**src/rtl/color_seq_pkg.sv**
```systemverilog
// Shared types for the colour sequencer: sequencing modes and hue phases.
package color_seq_pkg;

    typedef enum logic [1:0] {
        MODE_RAMP = 2'd0,
        MODE_HUE  = 2'd1,
        MODE_GRAY = 2'd2,
        MODE_HOLD = 2'd3
    } mode_e;

    // One phase per colour-wheel edge; exactly one channel moves in each.
    typedef enum logic [2:0] {
        PH_0 = 3'd0,
        PH_1 = 3'd1,
        PH_2 = 3'd2,
        PH_3 = 3'd3,
        PH_4 = 3'd4,
        PH_5 = 3'd5
    } hue_phase_e;

    // Phase that follows once the moving channel reaches its limit.
    function automatic hue_phase_e next_phase(input hue_phase_e ph);
        hue_phase_e nxt;
        case (ph)
            PH_0:    nxt = PH_1;
            PH_1:    nxt = PH_2;
            PH_2:    nxt = PH_3;
            PH_3:    nxt = PH_4;
            PH_4:    nxt = PH_5;
            default: nxt = PH_0;
        endcase
        return nxt;
    endfunction

endpackage

```
**src/rtl/color_sequencer_tick_divider.sv**
```systemverilog
// Programmable prescaler: strobes tick once every div+1 enabled cycles.
// tick is an unregistered strobe meant to be consumed by registered logic
// in the same clock domain.  Lowering div below the running count lets
// the counter run to its natural wrap before it matches again.
module tick_divider #(
    parameter int DIV_W = 20
) (
    input  logic             clk,
    input  logic             reset,
    input  logic             enable,
    input  logic             clear,
    input  logic [DIV_W-1:0] div,
    output logic             tick
);

    logic [DIV_W-1:0] cnt_q;
    logic [DIV_W-1:0] cnt_d;
    logic             match;

    // Next count and step strobe; clear wins over counting.
    always_comb begin
        cnt_d = cnt_q;
        match = (cnt_q == div);
        tick  = 1'b0;
        if (clear) begin
            cnt_d = '0;
        end else if (enable) begin
            if (match) begin
                cnt_d = '0;
                tick  = 1'b1;
            end else begin
                cnt_d = cnt_q + DIV_W'(1);
            end
        end
    end

    // Count register.
    always_ff @(posedge clk) begin
        if (reset) begin
            cnt_q <= '0;
        end else begin
            cnt_q <= cnt_d;
        end
    end

endmodule

```
**src/rtl/color_sequencer.sv**
```systemverilog
// Colour generator for the widget RGB inputs: ramp, hue wheel, gray and
// hold modes, stepped by a programmable prescaler, with registered outputs.
//
// mode state | meaning
// -----------+----------------------------------------------------------
// MODE_RAMP  | {red,green,blue} counts as one 3*CW-bit word
// MODE_HUE   | walks the six edges of the colour wheel, one channel/step
// MODE_GRAY  | all channels equal, level counts 0..MAX
// MODE_HOLD  | colour frozen, prescaler keeps running
//
// hue phase  | meaning
// -----------+----------------------------------------------------------
// PH_0       | green rises to MAX   (red held at MAX)
// PH_1       | red falls to 0       (green held at MAX)
// PH_2       | blue rises to MAX    (green held at MAX)
// PH_3       | green falls to 0     (blue held at MAX)
// PH_4       | red rises to MAX     (blue held at MAX)
// PH_5       | blue falls to 0      (red held at MAX), then wraps to PH_0
module color_sequencer
    import color_seq_pkg::*;
#(
    parameter int CW    = 4,
    parameter int DIV_W = 20
) (
    input  logic             clk,
    input  logic             reset,
    input  logic             enable,
    input  logic [1:0]       mode,
    input  logic [DIV_W-1:0] step_div,
    output logic [CW-1:0]    red,
    output logic [CW-1:0]    green,
    output logic [CW-1:0]    blue,
    output logic             tick,
    output logic             wrap
);

    localparam logic [CW-1:0]     MAX     = '1;
    localparam logic [CW-1:0]     ONE     = CW'(1);
    localparam logic [3*CW-1:0]   RGB_ONE = (3*CW)'(1);

    mode_e        mode_in;
    mode_e        mode_q, mode_d;
    hue_phase_e   phase_q, phase_d;
    logic [CW-1:0] red_q, red_d;
    logic [CW-1:0] green_q, green_d;
    logic [CW-1:0] blue_q, blue_d;
    logic         tick_q, tick_d;
    logic         wrap_q, wrap_d;
    logic         mode_chg;
    logic         step;
    logic [3*CW-1:0] rgb_inc;

    assign mode_in  = mode_e'(mode);
    assign mode_chg = (mode_in != mode_q);
    assign rgb_inc  = {red_q, green_q, blue_q} + RGB_ONE;

    // A mode change restarts the prescaler so the new sequence begins
    // on a full step period.
    tick_divider #(
        .DIV_W (DIV_W)
    ) u_div (
        .clk    (clk),
        .reset  (reset),
        .enable (enable),
        .clear  (mode_chg),
        .div    (step_div),
        .tick   (step)
    );

    // Next colour, phase, mode and pulses: mode change has priority over a step.
    always_comb begin
        mode_d  = mode_q;
        phase_d = phase_q;
        red_d   = red_q;
        green_d = green_q;
        blue_d  = blue_q;
        tick_d  = 1'b0;
        wrap_d  = 1'b0;

        if (mode_chg) begin
            mode_d = mode_in;
            case (mode_in)
                MODE_RAMP, MODE_GRAY: begin
                    red_d   = '0;
                    green_d = '0;
                    blue_d  = '0;
                end
                MODE_HUE: begin
                    red_d   = MAX;
                    green_d = '0;
                    blue_d  = '0;
                    phase_d = PH_0;
                end
                default: ;
            endcase
        end else if (step) begin
            case (mode_q)
                MODE_RAMP: begin
                    {red_d, green_d, blue_d} = rgb_inc;
                    tick_d = 1'b1;
                    wrap_d = &{red_q, green_q, blue_q};
                end
                MODE_HUE: begin
                    tick_d = 1'b1;
                    case (phase_q)
                        PH_0: begin
                            green_d = green_q + ONE;
                            if (green_q == MAX - ONE) phase_d = next_phase(phase_q);
                        end
                        PH_1: begin
                            red_d = red_q - ONE;
                            if (red_q == ONE) phase_d = next_phase(phase_q);
                        end
                        PH_2: begin
                            blue_d = blue_q + ONE;
                            if (blue_q == MAX - ONE) phase_d = next_phase(phase_q);
                        end
                        PH_3: begin
                            green_d = green_q - ONE;
                            if (green_q == ONE) phase_d = next_phase(phase_q);
                        end
                        PH_4: begin
                            red_d = red_q + ONE;
                            if (red_q == MAX - ONE) phase_d = next_phase(phase_q);
                        end
                        PH_5: begin
                            blue_d = blue_q - ONE;
                            if (blue_q == ONE) begin
                                phase_d = next_phase(phase_q);
                                wrap_d  = 1'b1;
                            end
                        end
                        default: begin
                            // Unreachable encodings recover to the wheel start.
                            phase_d = PH_0;
                            red_d   = MAX;
                            green_d = '0;
                            blue_d  = '0;
                        end
                    endcase
                end
                MODE_GRAY: begin
                    tick_d = 1'b1;
                    if (red_q == MAX) begin
                        red_d   = '0;
                        green_d = '0;
                        blue_d  = '0;
                        wrap_d  = 1'b1;
                    end else begin
                        red_d   = red_q + ONE;
                        green_d = red_q + ONE;
                        blue_d  = red_q + ONE;
                    end
                end
                default: ;
            endcase
        end
    end

    // State and output registers.
    always_ff @(posedge clk) begin
        if (reset) begin
            mode_q  <= MODE_RAMP;
            phase_q <= PH_0;
            red_q   <= '0;
            green_q <= '0;
            blue_q  <= '0;
            tick_q  <= 1'b0;
            wrap_q  <= 1'b0;
        end else begin
            mode_q  <= mode_d;
            phase_q <= phase_d;
            red_q   <= red_d;
            green_q <= green_d;
            blue_q  <= blue_d;
            tick_q  <= tick_d;
            wrap_q  <= wrap_d;
        end
    end

    assign red   = red_q;
    assign green = green_q;
    assign blue  = blue_q;
    assign tick  = tick_q;
    assign wrap  = wrap_q;

endmodule

```
**config.mk**
```make
export PLATFORM = sky130hd
export DESIGN_NAME = color_sequencer
export DESIGN_NICKNAME = d
export VERILOG_FILES = /design/src/rtl/color_seq_pkg.sv /design/src/rtl/color_sequencer_tick_divider.sv /design/src/rtl/color_sequencer.sv
export SDC_FILE = /design/constraint.sdc
export NUM_CORES = 1
export LEC_CHECK = 0
export CAP_MARGIN = 20
export CORE_MARGIN = 4
export CORE_UTILIZATION = 45
export CTS_CLUSTER_DIAMETER = 40
export CTS_CLUSTER_SIZE = 10
export DETAILED_ROUTE_END_ITERATION = 6
export PLACE_DENSITY_LB_ADDON = 0.08
export SYNTH_ARGS = -nofsm -noshare
export SYNTH_HDL_FRONTEND = slang
export SYNTH_SLANG_ARGS = --single-unit
```
**constraint.sdc**
```tcl
create_clock -name clk -period 3.6 [get_ports clk]
set_input_delay 0.9 -clock clk [delete_from_list [all_inputs] [get_ports clk]]
set_output_delay 0.9 -clock clk [all_outputs]
set_load 0.02 [all_outputs]
```
# Yosys cells after proc, flatten, opt, wreduce, memory -nomap -nowiden
# Cells that the tools add are included.
[totals]
reg_bits = 39
inputBits = 25
output_inout_bits = 14
elab_cells = 101
[classes]
n_addsub = 8
n_eq_ne = 30
n_mux = 35
bitwise_logic = 1
reduce_logical = 19
[op_table]
columns = ["cell", "n"]
rows = [
  ["4-bit case mux with 3 select lines", 6],
  ["4-bit 2-to-1 mux", 8],
  ["3-bit 2-to-1 mux", 10],
  ["3-bit != test, second input constant", 9],
  ["20-bit by 1-bit adder with 20-bit output, second input constant", 1],
  ["20-bit == test", 1],
  ["20-bit 2-to-1 mux", 1],
  ["3-bit case mux with 6 select lines", 1],
  ["4-bit == test, second input constant", 4],
  ["12-bit by 1-bit adder with 12-bit output, second input constant", 1],
  ["4-bit by 1-bit adder with 4-bit output, second input constant", 3],
  ["4-bit by 1-bit == test with 1-bit output, second input constant", 3],
  ["12-bit AND reduction", 1],
  ["4-bit AND reduction", 3],
  ["4-bit OR reduction", 3],
  ["4-bit by 1-bit subtractor with 4-bit output, second input constant", 3],
  ["9-bit AND reduction", 1],
  ["3-bit OR reduction", 3],
  ["4-bit case mux with 2 select lines", 1],
  ["1-bit 2-to-1 mux", 7],
  ["3-bit by 2-bit == test with 1-bit output, second input constant", 2],
  ["3-bit == test, second input constant", 2],
  ["2-bit by 1-bit == test with 1-bit output, second input constant", 2],
  ["2-bit == test, second input constant", 2],
  ["other kinds (12)", 15],
]

# Depth between registers and ports, before layout
# Gate-level depths: netlist (run 1).
[logic_depth]
ltp_word = 6
depth_mapped = 9
mapped_depth_nobuf = 8

# Modules after synthesis
# Synthesis (run 1) repeated with hierarchy kept, for this count alone.
[hier_totals]
cells_unflattened = 387
area_unflattened_um2 = 3258.1
[modules_own_cells]
columns = ["module", "instances", "cells_per_inst", "area_per_inst_um2", "seq_area_each_um2"]
rows = [
  ["color_sequencer", 1, 262, 2103.3, 380.4],
  ["tick_divider", 1, 125, 1154.9, 400.4],
]

# Worst setup path before layout (run 1)
# OpenSTA, ideal clock, no wires.
[synth_path]
path_kind = "in2reg"
start = "in step_div[19]"
end = "reg phase_q[1]"
setup_time_ps = 122
t_arrival_ps = 2107
required_time_ps = 3478
setup_slack_ps = 1372
path_stages = 6
n_path_buf = 0
path_cell_list = "xnor2_1 -> nand4_1 -> nor4_2 -> nand4_1 -> mux2i_1 -> a221o_1"
[synth_via]
elab_chain_len = 6
[synth_rtl]
columns = ["item", "line", "source"]
rows = [
  ["start, declared", "color_sequencer.sv:29", "input logic [DIV_W-1:0] step_div,"],
  ["20-bit == test", "color_sequencer_tick_divider.sv:23", "match = (cnt_q == div);"],
  ["1-bit 2-to-1 mux", "color_sequencer_tick_divider.sv:28", "if (match) begin"],
  ["1-bit 2-to-1 mux", "color_sequencer_tick_divider.sv:27", "end else if (enable) begin"],
  ["1-bit 2-to-1 mux", "color_sequencer_tick_divider.sv:25", "if (clear) begin"],
  ["2-bit nonzero test (no line)", "--", ""],
  ["9-bit AND reduction (no line)", "--", ""],
  ["end signal, assigned", "color_sequencer.sv:172", "phase_q <= phase_d;"],
  ["end, declared", "color_sequencer.sv:43", "hue_phase_e phase_q, phase_d;"],
]
# No other way between the ends.
# A chain may end at the register's enable or synchronous reset.

# Worst setup path in the final report (run 1)
[layout_path]
start = "in enable"
end = "reg blue_q[2], in the netlist blue[2]"
[layout_via]
elab_chain_len = 4
[layout_rtl]
columns = ["item", "line", "source"]
rows = [
  ["start, declared", "color_sequencer.sv:27", "input logic enable,"],
  ["1-bit 2-to-1 mux", "color_sequencer_tick_divider.sv:27", ""],
  ["1-bit 2-to-1 mux", "color_sequencer_tick_divider.sv:25", ""],
  ["2-bit nonzero test (no line)", "--", ""],
  ["4-bit AND reduction (no line)", "--", ""],
  ["end signal, assigned", "color_sequencer.sv:175", "blue_q <= blue_d;"],
  ["end, declared", "color_sequencer.sv:46", "logic [CW-1:0] blue_q, blue_d;"],
]
# No other way between the ends.

==> results of run 1 <==
worst min path at each step:
stage / startpoint / to / slack (ps) / cells past startpoint
global placement: u_div.cnt_q[19] / u_div.cnt_q[19] / 520 / 2
finish: u_div.cnt_q[19] / u_div.cnt_q[19] / 550 / 2
detailed placement: u_div.cnt_q[19] / u_div.cnt_q[19] / 530 / 2
global route: u_div.cnt_q[19] / u_div.cnt_q[19] / 590 / 2
CTS: u_div.cnt_q[19] / u_div.cnt_q[19] / 550 / 2
floorplan: u_div.cnt_q[19] / u_div.cnt_q[19] / 500 / 2
layer usage:
metal	share of wire (%)	track usage [%]	wire length [um]
met3	7.7	4.47	668
met2	42	28.4	3620
met4	1.0	3.91	89
met1	50	31.4	4310
met5	0	0	0
state kept, by name, summed over array words and instances (netlist names):
register,count
wrap,1
u_div.cnt_q,20
tick,1
blue,4
phase_q,3
mode_q,2
red,4
green,4
metrics by stage:
stage,cells,util (%),power [mW],worst slack (ps),hold slack [ps]
floorplan,408,-,0.593,1370,505
global placement,522,52.5,0.667,605,521
detailed placement,522,52.5,0.667,587,528
CTS,529,54.0,1.03,903,552
global route,529,54.0,1.07,715,595
finish,529,54.0,1.03,899,545
worst register-to-register path, cell delays in order, from the launching register on:
cell	delay, ps
sky130_fd_sc_hd__dfxtp_1	410
sky130_fd_sc_hd__inv_1	90
sky130_fd_sc_hd__ha_1	660
sky130_fd_sc_hd__o21ai_0	440
sky130_fd_sc_hd__o31ai_1	480
sky130_fd_sc_hd__nor2_1	80
sky130_fd_sc_hd__mux2i_1	170
sky130_fd_sc_hd__o31ai_1	100
Yosys cell counts, drive strengths merged (2+ instances only):
cell type	instances	area, sq um
nand2b	17	106
o22ai	4	25.0
o221a	2	22.5
o21ai	8	40.0
mux2i	6	60.1
o221ai	3	26.3
nand2	35	131
o31ai	2	15.0
and4bb	2	25.0
a211oi	4	30.0
a21oi	18	93.8
or2	5	31.3
nor3b	2	20.0
and3	9	61.3
xnor2	32	280
inv	15	56.3
nor4	6	71.3
a31oi	5	31.3
nor2b	4	25.0
clkbuf	6	22.5
ha	17	213
o31a	3	26.3
nand3	16	80.1
buf	18	116
or3	4	25.0
and2	2	12.5
xor2	17	149
a311oi	2	17.5
dfxtp	39	781
nor2	48	183
and4	4	35.0
a22oi	3	22.5
nor4b	4	53.8
nor3	12	60.1
a221oi	2	17.5
nand4	17	128
mux2	2	22.5
power by group:
| part | leakage (nW) | switching [mW] | internal (mW) |
|---|---|---|---|
| registers | 0.316 | 0.0218 | 0.439 |
| clock network | 0.0502 | 0.164 | 0.203 |
| logic | 0.920 | 0.110 | 0.0902 |
cell usage in the layout, fill, tap and decap left out, types with 6 or more instances in the layout:
master	n
sky130_fd_sc_hd__nor2_1	47
sky130_fd_sc_hd__dfxtp_1	39
sky130_fd_sc_hd__clkdlybuf4s50_1	38
sky130_fd_sc_hd__nand2_1	35
sky130_fd_sc_hd__xnor2_1	32
sky130_fd_sc_hd__nand2b_1	17
sky130_fd_sc_hd__xor2_1	17
sky130_fd_sc_hd__a21oi_1	17
sky130_fd_sc_hd__ha_1	17
sky130_fd_sc_hd__nand3_1	16
sky130_fd_sc_hd__nand4_1	15
sky130_fd_sc_hd__inv_1	14
sky130_fd_sc_hd__nor3_1	12
sky130_fd_sc_hd__and3_1	8
sky130_fd_sc_hd__o21ai_0	7
sky130_fd_sc_hd__mux2i_1	6
area by class of cell:
class	instances	area, sq um
clock buffer	5	68.8
clock inverter	2	37.5
fill	697	3170
inverter	15	56.3
multi-input combinational	330	2260
sequential	39	781
tap	96	120
timing repair buffer	42	410
cells by family after synthesis:
kind of cell | after synthesis | share of synthesized area, %
compound gates | 67 | 14.4
xor+xnor | 49 | 13.3
fa+ha+maj | 17 | 6.58
buf+inv | 39 | 6.03
flops | 39 | 24.1
mux | 8 | 2.55
simple gates | 189 | 33.0
==> reports/summary.md, run 1 <==
## Status
- **run status** finished, final reports clean

## Global route
- **initial antenna violation count** 0
- **vias in the first global route** 2705
- **pin count of the biggest net entering global routing** 21
- **GR Util All Layers** 20.3%
- **global-route wire length before repair** 14.0 mm
- **GRT overflow** 0

## Synthesis
- **Primary FF master, synth** sky130_fd_sc_hd__dfxtp_1
- **Mapped Area** 3230 sq um
- **total of flip-flops plus latches after synthesis** 39
- **Seq/Total Area, Yosys** 24.1%
- **EDFF count, synth** 0
- **async set-reset flop share out of synthesis** 0%
- **gate count after technology mapping** 408
- **net count after synthesis** 450
- **number of different library cells in the post-synthesis netlist** 66
- **Ys Warns** 0
- **Mapped Avg Cell Area** 7.93 sq um

## CTS
- **master cell of the clock root buffer** sky130_fd_sc_hd__clkbuf_8
- **CTS HTree Levels** 2
- **post-cts sizing count** 0
- **CTS clk-pin slew, worst paths** 80 ps
- **number of buffers on the longest clock path** 2
- **post-CTS setup buffer count** 0
- **TritonCTS Buffers** 5
- **TritonCTS Sinks** 39
- **later-pin clock latency in the skew report** 300 ps
- **hold_buf cts** 0
- **CTS tree** yes

## Setup path
- **Crit Path Max Fanout** 8
- **Crit Path Category** in2reg
- **capturing instance or port of the critical path** blue[2]
- **Worst Reg-to-Reg Cells** 7
- **Crit Reg-Reg Endpoint** green[2]
- **nature of the critical path endpoint** flop
- **cells traversed along the worst timing path** clkdlybuf4s50_1, o21ai_1, nor4_2, nand4_2, mux2_1, nor2_1
- **Critical R2R Launch** mode_q[0]
- **gate family responsible for the most delay along the worst path** simple AND/OR/NAND/NOR gates
- **number of buffer and inverter instances along the worst setup path** 1
- **required time of the worst setup path** 3840 ps
- **kind of start point of the critical path** input port
- **total number of cells along the worst setup path** 6
- **largest stage delay on the critical path** 650 ps
- **Crit. Startpoint** enable
- **register-to-register setup slack** 1050 ps
- **cell with the largest stage delay on the worst path** sky130_fd_sc_hd__clkdlybuf4s50_1
- **Worst EP arrival** 2940 ps

## Timing
- **total negative slack** 0 ps
- **final worst-path cycle share** 75.0%
- **unrepaired setup endpoints after global routing** no
- **number of endpoints with negative hold slack in the final report** 0
- **Worst Clk Skew** 6.06 ps
- **Worst Tran Pin Value** 685 ps
- **worst max-slew margin expressed relative to the limit** 53.9%
- **shortest clock period the worst path allows after layout** 2700 ps
- **final setup fails** 0
- **Final Slew Violations** 0
- **achievable frequency** 370 MHz

## Routing
- **DRC violation count after routing** 0
- **count of vias placed by the detailed router** 3053
- **detailed-router iteration count before antenna repair** 6
- **Avg Vias per Cell** 5.77
- **average detailed-routed wire length per instance** 16.4 um
- **Antenna Violating Nets Remaining** 0
- **wire length reported by the detailed router** 8.69 mm
- **Starting DRT DRC Count** 307

## Final layout
- **final design instance area without fill** 3730 sq um
- **proportion of layout cells with a drive suffix above 1** 6.70%
- **layout-stage area growth over the synthesis result** 15.4%
- **final antenna diode count** 0
- **number of nets in the finished design** 475

## Die
- **number of placement rows** 30
- **area inside the core boundary** 6910 sq um
- **I/O pin total** 39
- **Vert. Die Dim** 92.8 um
- **initial standard-cell utilization of the core** 46.8%
- **area of the die** 8610 sq um
- **die width** 92.8 um

## Placement
- **post-place instance area** 3630 sq um
- **Detail Placement HPWL** 6.70 mm
- **Port Buffer Count** 38
- **GP Congestion** 0.924

## Power and ir drop
- **leak pwr** 1.29 nW
- **worst ir drop on vdd** 0.162 mV
- **power per cell area** 275 nW/um^2

## Min path
- **Hold Crit Class** reg2reg

## Flow run
- **number of max-cap violations** 0

No activity file was read; power rests on OpenSTA's default activity.
==> inputs of run 2 (changes only) <==
clock period = 2.54 ns   (was 3.6 ns; I/O delays follow)
==> reports/summary.md, run 2 (synthesis results as in run 1) <==
## Final layout
- **non-filler cells, final** 556, was 529
- **final antenna diode count** 0, unchanged
- **Util after Layout** 57.1%, was 54.0%
- **top register by number of flip-flops** u_div.cnt_q, unchanged
- **number of flip-flops in the largest register** 20, unchanged
- **number of nets in the finished design** 501, was 475
- **commonest non-fill, non-tap cell in the layout** sky130_fd_sc_hd__nor2_1, unchanged
- **leading cell types in the layout, fill and taps excluded** sky130_fd_sc_hd__nor2_1, sky130_fd_sc_hd__dfxtp_1, sky130_fd_sc_hd__clkdlybuf4s50_1, unchanged
- **final design instance area without fill** 3950 sq um, was 3730 sq um
- **layout-stage area growth over the synthesis result** 22.0%, was 15.4%
- **proportion of layout cells with a drive suffix above 1** 12.2%, was 6.70%

## CTS
- **post-cts sizing count** 0, unchanged
- **master cell of the clock root buffer** sky130_fd_sc_hd__clkbuf_8, unchanged
- **post-CTS setup buffer count** 0, unchanged
- **hold_buf cts** 0, unchanged
- **CTS tree** yes, unchanged
- **CTS clk-pin slew, worst paths** 90 ps, was 80 ps
- **CTS HTree Levels** 2, unchanged
- **TritonCTS Buffers** 5, unchanged
- **later-pin clock latency in the skew report** 310 ps, was 300 ps
- **number of buffers on the longest clock path** 2, unchanged
- **TritonCTS Sinks** 39, unchanged

## Die
- **area inside the core boundary** 6910 sq um, unchanged
- **initial standard-cell utilization of the core** 46.8%, unchanged
- **die width** 92.8 um, unchanged
- **Vert. Die Dim** 92.8 um, unchanged
- **number of placement rows** 30, unchanged
- **I/O pin total** 39, unchanged
- **area of the die** 8610 sq um, unchanged

## Power and ir drop
- **leak pwr** 1.42 nW, was 1.29 nW
- **power after layout** 1.43 mW, was 1.03 mW
- **worst ir drop on vdd** 0.210 mV, was 0.162 mV
- **power per cell area** 363 nW/um^2, was 275 nW/um^2

## Setup path
- **required time of the worst setup path** 2780 ps, was 3840 ps
- **Worst EP arrival** 2560 ps, was 2940 ps
- **register-to-register setup slack** 220 ps, was 1050 ps
- **kind of start point of the critical path** flop, was input port
- **number of buffer and inverter instances along the worst setup path** 1, unchanged
- **Crit Path Category** reg2reg, was in2reg
- **Crit Reg-Reg Endpoint** phase_q[2], was green[2]
- **nature of the critical path endpoint** flop, unchanged
- **cells traversed along the worst timing path** inv_1, ha_1, and4b_1, nor3_1, nor4b_2, nand4_1, mux2_2, nor2_2, was clkdlybuf4s50_1, o21ai_1, nor4_2, nand4_2, mux2_1, nor2_1
- **largest stage delay on the critical path** 600 ps, was 650 ps
- **Crit Path Max Fanout** 12, was 8
- **cell with the largest stage delay on the worst path** sky130_fd_sc_hd__dfxtp_1, was sky130_fd_sc_hd__clkdlybuf4s50_1
- **Worst Reg-to-Reg Cells** 8, was 7
- **Critical R2R Launch** red[0], was mode_q[0]
- **gate family responsible for the most delay along the worst path** simple AND/OR/NAND/NOR gates, unchanged

## Routing
- **Avg Vias per Cell** 5.59, was 5.77
- **detailed-router iteration count before antenna repair** 5, was 6
- **average detailed-routed wire length per instance** 15.9 um, was 16.4 um
- **count of vias placed by the detailed router** 3109, was 3053
- **DRC violation count after routing** 0, unchanged
- **wire length reported by the detailed router** 8.87 mm, was 8.69 mm
- **Starting DRT DRC Count** 285, was 307
- **Antenna Violating Nets Remaining** 0, unchanged

## Timing
- **number of endpoints with negative hold slack in the final report** 0, unchanged
- **shortest clock period the worst path allows after layout** 2320 ps
- **Worst Clk Skew** 10.1 ps, was 6.06 ps
- **unrepaired setup endpoints after global routing** no, unchanged
- **Final Slew Violations** 0, unchanged
- **final setup fails** 0, unchanged
- **worst max-slew margin expressed relative to the limit** 62.6%, was 53.9%
- **PnR worst setup slack** 223 ps, was 899 ps
- **achievable frequency** 432 MHz
- **total negative slack** 0 ps, unchanged
- **Worst Tran Pin Value** 561 ps, was 685 ps
- **final worst-path cycle share** 91.2%
- **final-layout worst hold slack** 551 ps, was 545 ps

## Global route
- **GR Util All Layers** 21.1%, was 20.3%
- **pin count of the biggest net entering global routing** 21, unchanged
- **GRT overflow** 0, unchanged
- **initial antenna violation count** 0, unchanged
- **global-route wire length before repair** 14.4 mm, was 14.0 mm
- **vias in the first global route** 2797, was 2705

## Placement
- **Place WS** -104 ps, was 587 ps
- **Detail Placement HPWL** 6.90 mm, was 6.70 mm
- **Port Buffer Count** 38, unchanged
- **placed cell count** 548, was 522
- **post-place instance area** 3850 sq um, was 3630 sq um
- **GP Congestion** 0.940, was 0.924

## Min path
- **number of stages on the worst hold path** 2, unchanged
- **Min-Delay Endpoint** u_div.cnt_q[19], unchanged
- **Worst Hold Launch** u_div.cnt_q[19], unchanged
- **Hold Crit Class** reg2reg, unchanged

## Flow run
- **number of max-cap violations** 0, unchanged

## Status
- **run status** finished, final reports clean, unchanged

run 2: worst max-delay path by stage:
stage	slack (ps)	cells past startpoint	start	endpoint
after floorplan	470	9	red[0]	phase_q[0]
after global placement	-90	8	step_div[9]	phase_q[1]
after detailed placement	-100	8	step_div[9]	phase_q[1]
after CTS	210	8	step_div[9]	phase_q[1]
after global routing	30	8	step_div[2]	green[2]
final	220	8	red[0]	phase_q[2]
run 2: area by class of cell:
| class | instances | area (sq um) |
|---|---|---|
| tap | 96 | 120 |
| clock buffer | 6 | 82.6 |
| fill | 669 | 2960 |
| multi-input combinational | 330 | 2260 |
| sequential | 39 | 781 |
| clock inverter | 2 | 16.3 |
| timing repair buffer | 68 | 631 |
| inverter | 15 | 56.3 |
run 2: worst reg2reg max path, stage by stage, from the launching register on:
cell and delay [ps]:
sky130_fd_sc_hd__dfxtp_1 600, sky130_fd_sc_hd__inv_1 170, sky130_fd_sc_hd__ha_1 220, sky130_fd_sc_hd__and4b_1 160
sky130_fd_sc_hd__nor3_1 330, sky130_fd_sc_hd__nor4b_2 130, sky130_fd_sc_hd__nand4_1 190, sky130_fd_sc_hd__mux2_2 370
sky130_fd_sc_hd__nor2_2 80
run 2: per-layer routing:
| layer | track usage, % | up-vias | part of all wire, % |
|---|---|---|---|
| met5 | 0 | - | 0 |
| met2 | 29.0 | 113 | 40 |
| met3 | 3.09 | 21 | 6.3 |
| li1 | - | 1548 | - |
| met1 | 32.7 | 1427 | 51 |
| met4 | 7.20 | 0 | 2.1 |
run 2: power by group:
group / internal [mW] / switching (mW) / total (mW)
sequential: 0.622 / 0.0287 / 0.650
clock: 0.222 / 0.245 / 0.467
combinational: 0.154 / 0.162 / 0.316
total: 0.997 / 0.436 / 1.43
==> inputs of run 3 (changes only) <==
REMOVE_ABC_BUFFERS = 1   (was unset)
==> reports/summary.md, run 3 (synthesis results as in run 1) <==
## Routing
- **wire length reported by the detailed router** 8.84 mm, was 8.87 mm
- **Starting DRT DRC Count** 272, was 285
- **count of vias placed by the detailed router** 3108, was 3109
- **Antenna Violating Nets Remaining** 0, unchanged
- **Avg Vias per Cell** 5.63, was 5.59
- **DRC violation count after routing** 0, unchanged
- **average detailed-routed wire length per instance** 16.0 um, was 15.9 um
- **detailed-router iteration count before antenna repair** 5, unchanged

## CTS
- **TritonCTS Buffers** 5, unchanged
- **number of buffers on the longest clock path** 2, unchanged
- **post-CTS setup buffer count** 0, unchanged
- **post-cts sizing count** 0, unchanged
- **later-pin clock latency in the skew report** 300 ps, was 310 ps
- **hold_buf cts** 0, unchanged
- **CTS HTree Levels** 2, unchanged
- **TritonCTS Sinks** 39, unchanged
- **CTS clk-pin slew, worst paths** 90 ps, about the same
- **master cell of the clock root buffer** sky130_fd_sc_hd__clkbuf_8, unchanged
- **CTS tree** yes, unchanged

## Timing
- **Worst Clk Skew** 6.46 ps, was 10.1 ps
- **Worst Tran Pin Value** 704 ps, was 561 ps
- **shortest clock period the worst path allows after layout** 2330 ps, was 2320 ps
- **number of endpoints with negative hold slack in the final report** 0, unchanged
- **worst max-slew margin expressed relative to the limit** 52.5%, was 62.6%
- **Final Slew Violations** 0, unchanged
- **final setup fails** 0, unchanged
- **final worst-path cycle share** 91.6%, was 91.2%
- **total negative slack** 0 ps, unchanged
- **unrepaired setup endpoints after global routing** no, unchanged
- **achievable frequency** 430 MHz, was 432 MHz

## Power and ir drop
- **sequential share of power** 45.2%, was 45.4%
- **switching power total** 0.441 mW, was 0.436 mW
- **share of total power in combinational logic** 21.9%, was 22.0%
- **share of total power consumed by net switching** 30.7%, was 30.4%
- **internal power** 0.995 mW, was 0.997 mW
- **power per cell area** 369 nW/um^2, was 363 nW/um^2
- **power after layout** 1.44 mW, was 1.43 mW
- **leak pwr** 1.39 nW, was 1.42 nW
- **worst ir drop on vdd** 0.214 mV, was 0.210 mV
- **Clk pwr share** 32.9%, was 32.6%

## Global route
- **vias in the first global route** 2846, was 2797
- **GR Util All Layers** 21.1%, about the same
- **GRT overflow** 0, unchanged
- **pin count of the biggest net entering global routing** 18, was 21
- **initial antenna violation count** 0, unchanged
- **global-route wire length before repair** 14.5 mm, was 14.4 mm

## Final layout
- **number of flip-flops in the largest register** 20, unchanged
- **final antenna diode count** 0, unchanged
- **top register by number of flip-flops** u_div.cnt_q, unchanged
- **Sequential cell area** 781 sq um, unchanged
- **layout-stage area growth over the synthesis result** 20.3%, was 22.0%
- **area occupied by multi-input gates** 2260 sq um, unchanged
- **Filler cells** 685, was 669
- **commonest non-fill, non-tap cell in the layout** sky130_fd_sc_hd__nor2_1, unchanged
- **leading cell types in the layout, fill and taps excluded** sky130_fd_sc_hd__nor2_1, sky130_fd_sc_hd__dfxtp_1, sky130_fd_sc_hd__clkdlybuf4s50_1, unchanged
- **number of nets in the finished design** 497, was 501
- **proportion of layout cells with a drive suffix above 1** 11.4%, was 12.2%

## Setup path
- **Crit Path Category** in2reg, was reg2reg
- **nature of the critical path endpoint** flop, unchanged
- **cell with the largest stage delay on the worst path** sky130_fd_sc_hd__clkdlybuf4s50_1, was sky130_fd_sc_hd__dfxtp_1
- **Critical R2R Launch** phase_q[0], was red[0]
- **register-to-register setup slack** 290 ps, was 220 ps
- **gate family responsible for the most delay along the worst path** simple AND/OR/NAND/NOR gates, unchanged
- **Crit Path Max Fanout** 3, was 12
- **required time of the worst setup path** 2740 ps, was 2780 ps
- **Worst Reg-to-Reg Cells** 6, was 8
- **cells traversed along the worst timing path** clkdlybuf4s50_1, xnor2_1, nand3_1, nor4_2, buf_4, nand4_1, mux2i_1, a221o_1, was inv_1, ha_1, and4b_1, nor3_1, nor4b_2, nand4_1, mux2_2, nor2_2
- **number of buffer and inverter instances along the worst setup path** 2, was 1
- **Worst EP arrival** 2520 ps, was 2560 ps
- **largest stage delay on the critical path** 420 ps, was 600 ps
- **Crit Reg-Reg Endpoint** red[0], was phase_q[2]
- **kind of start point of the critical path** input port, was flop

## Die
- **initial standard-cell utilization of the core** 46.8%, unchanged
- **area of the die** 8610 sq um, unchanged
- **I/O pin total** 39, unchanged
- **Vert. Die Dim** 92.8 um, unchanged
- **number of placement rows** 30, unchanged
- **die width** 92.8 um, unchanged
- **area inside the core boundary** 6910 sq um, unchanged

## Min path
- **Hold Crit Class** reg2reg, unchanged
- **Min-Delay Endpoint** u_div.cnt_q[19], unchanged
- **number of stages on the worst hold path** 2, unchanged
- **Worst Hold Launch** u_div.cnt_q[19], unchanged

## Placement
- **GP Congestion** 0.933, was 0.940
- **Port Buffer Count** 38, unchanged
- **Detail Placement HPWL** 6.90 mm, about the same

## Flow run
- **number of max-cap violations** 0, unchanged

## Status
- **run status** finished, final reports clean, unchanged

==> run 3: final cells by class <==
| cell class | count | share of cell area (%) |
|---|---|---|
| clock inverters | 2 | 0.418 |
| flip-flops and latches | 39 | 20.1 |
| repair buffers | 64 | 14.8 |
| inverters | 15 | 1.45 |
| clock buffers | 6 | 2.12 |
| well taps | 96 | 3.09 |
| multi-input cells | 330 | 58.1 |
==> run 3: stage by stage <==
step	setup WS [ps]	instances	hold WS, ps	cell area (sq um)	util, %
floorplan	339	384	505	3100	-
global placement	-94.4	544	520	3790	54.9
detailed placement	-122	544	533	3790	54.9
CTS	191	552	557	3890	56.3
global route	80.5	552	604	3890	56.3
finish	213	552	553	3890	56.3
==> run 3: worst max path at each step <==
| stage | slack (ps) | endpoint | cells after the start | from |
|---|---|---|---|---|
| 2_1_floorplan | 340 | u_div.cnt_q[14] | 4 | mode[0] |
| 3_3_place_gp | -90 | phase_q[1] | 8 | step_div[9] |
| 3_5_place_dp | -120 | phase_q[1] | 8 | step_div[9] |
| 4_1_cts | 190 | phase_q[1] | 8 | step_div[9] |
| 5_1_grt | 80 | red[0] | 8 | step_div[9] |
| 6_report | 210 | phase_q[1] | 8 | step_div[9] |
==> run 3: tightest hold or removal path, stage by stage (launching register included) <==
cell	delay, ps
sky130_fd_sc_hd__dfxtp_1	370
sky130_fd_sc_hd__xnor2_1	80
sky130_fd_sc_hd__nor2_1	70
==> run 3: layer usage <==
| layer | GRT usage [%] | vias up | share of wire, % |
|---|---|---|---|
| li1 | - | 1532 | - |
| met4 | 5.62 | 0 | 1.4 |
| met2 | 29.3 | 109 | 41 |
| met5 | 0 | - | 0 |
| met1 | 32.5 | 1449 | 51 |
| met3 | 3.98 | 18 | 6.7 |
==> run 3: power by group through the flow <==
| stage | Clock [mW] | Combinational, mW | Sequential [mW] |
|---|---|---|---|
| finish | 0.472 | 0.314 | 0.649 |
| global route | 0.519 | 0.341 | 0.653 |
| CTS | 0.488 | 0.311 | 0.649 |
| detailed placement | 0 | 0.309 | 0.663 |
| global placement | 0 | 0.308 | 0.663 |
| floorplan | 0 | 0.153 | 0.668 |
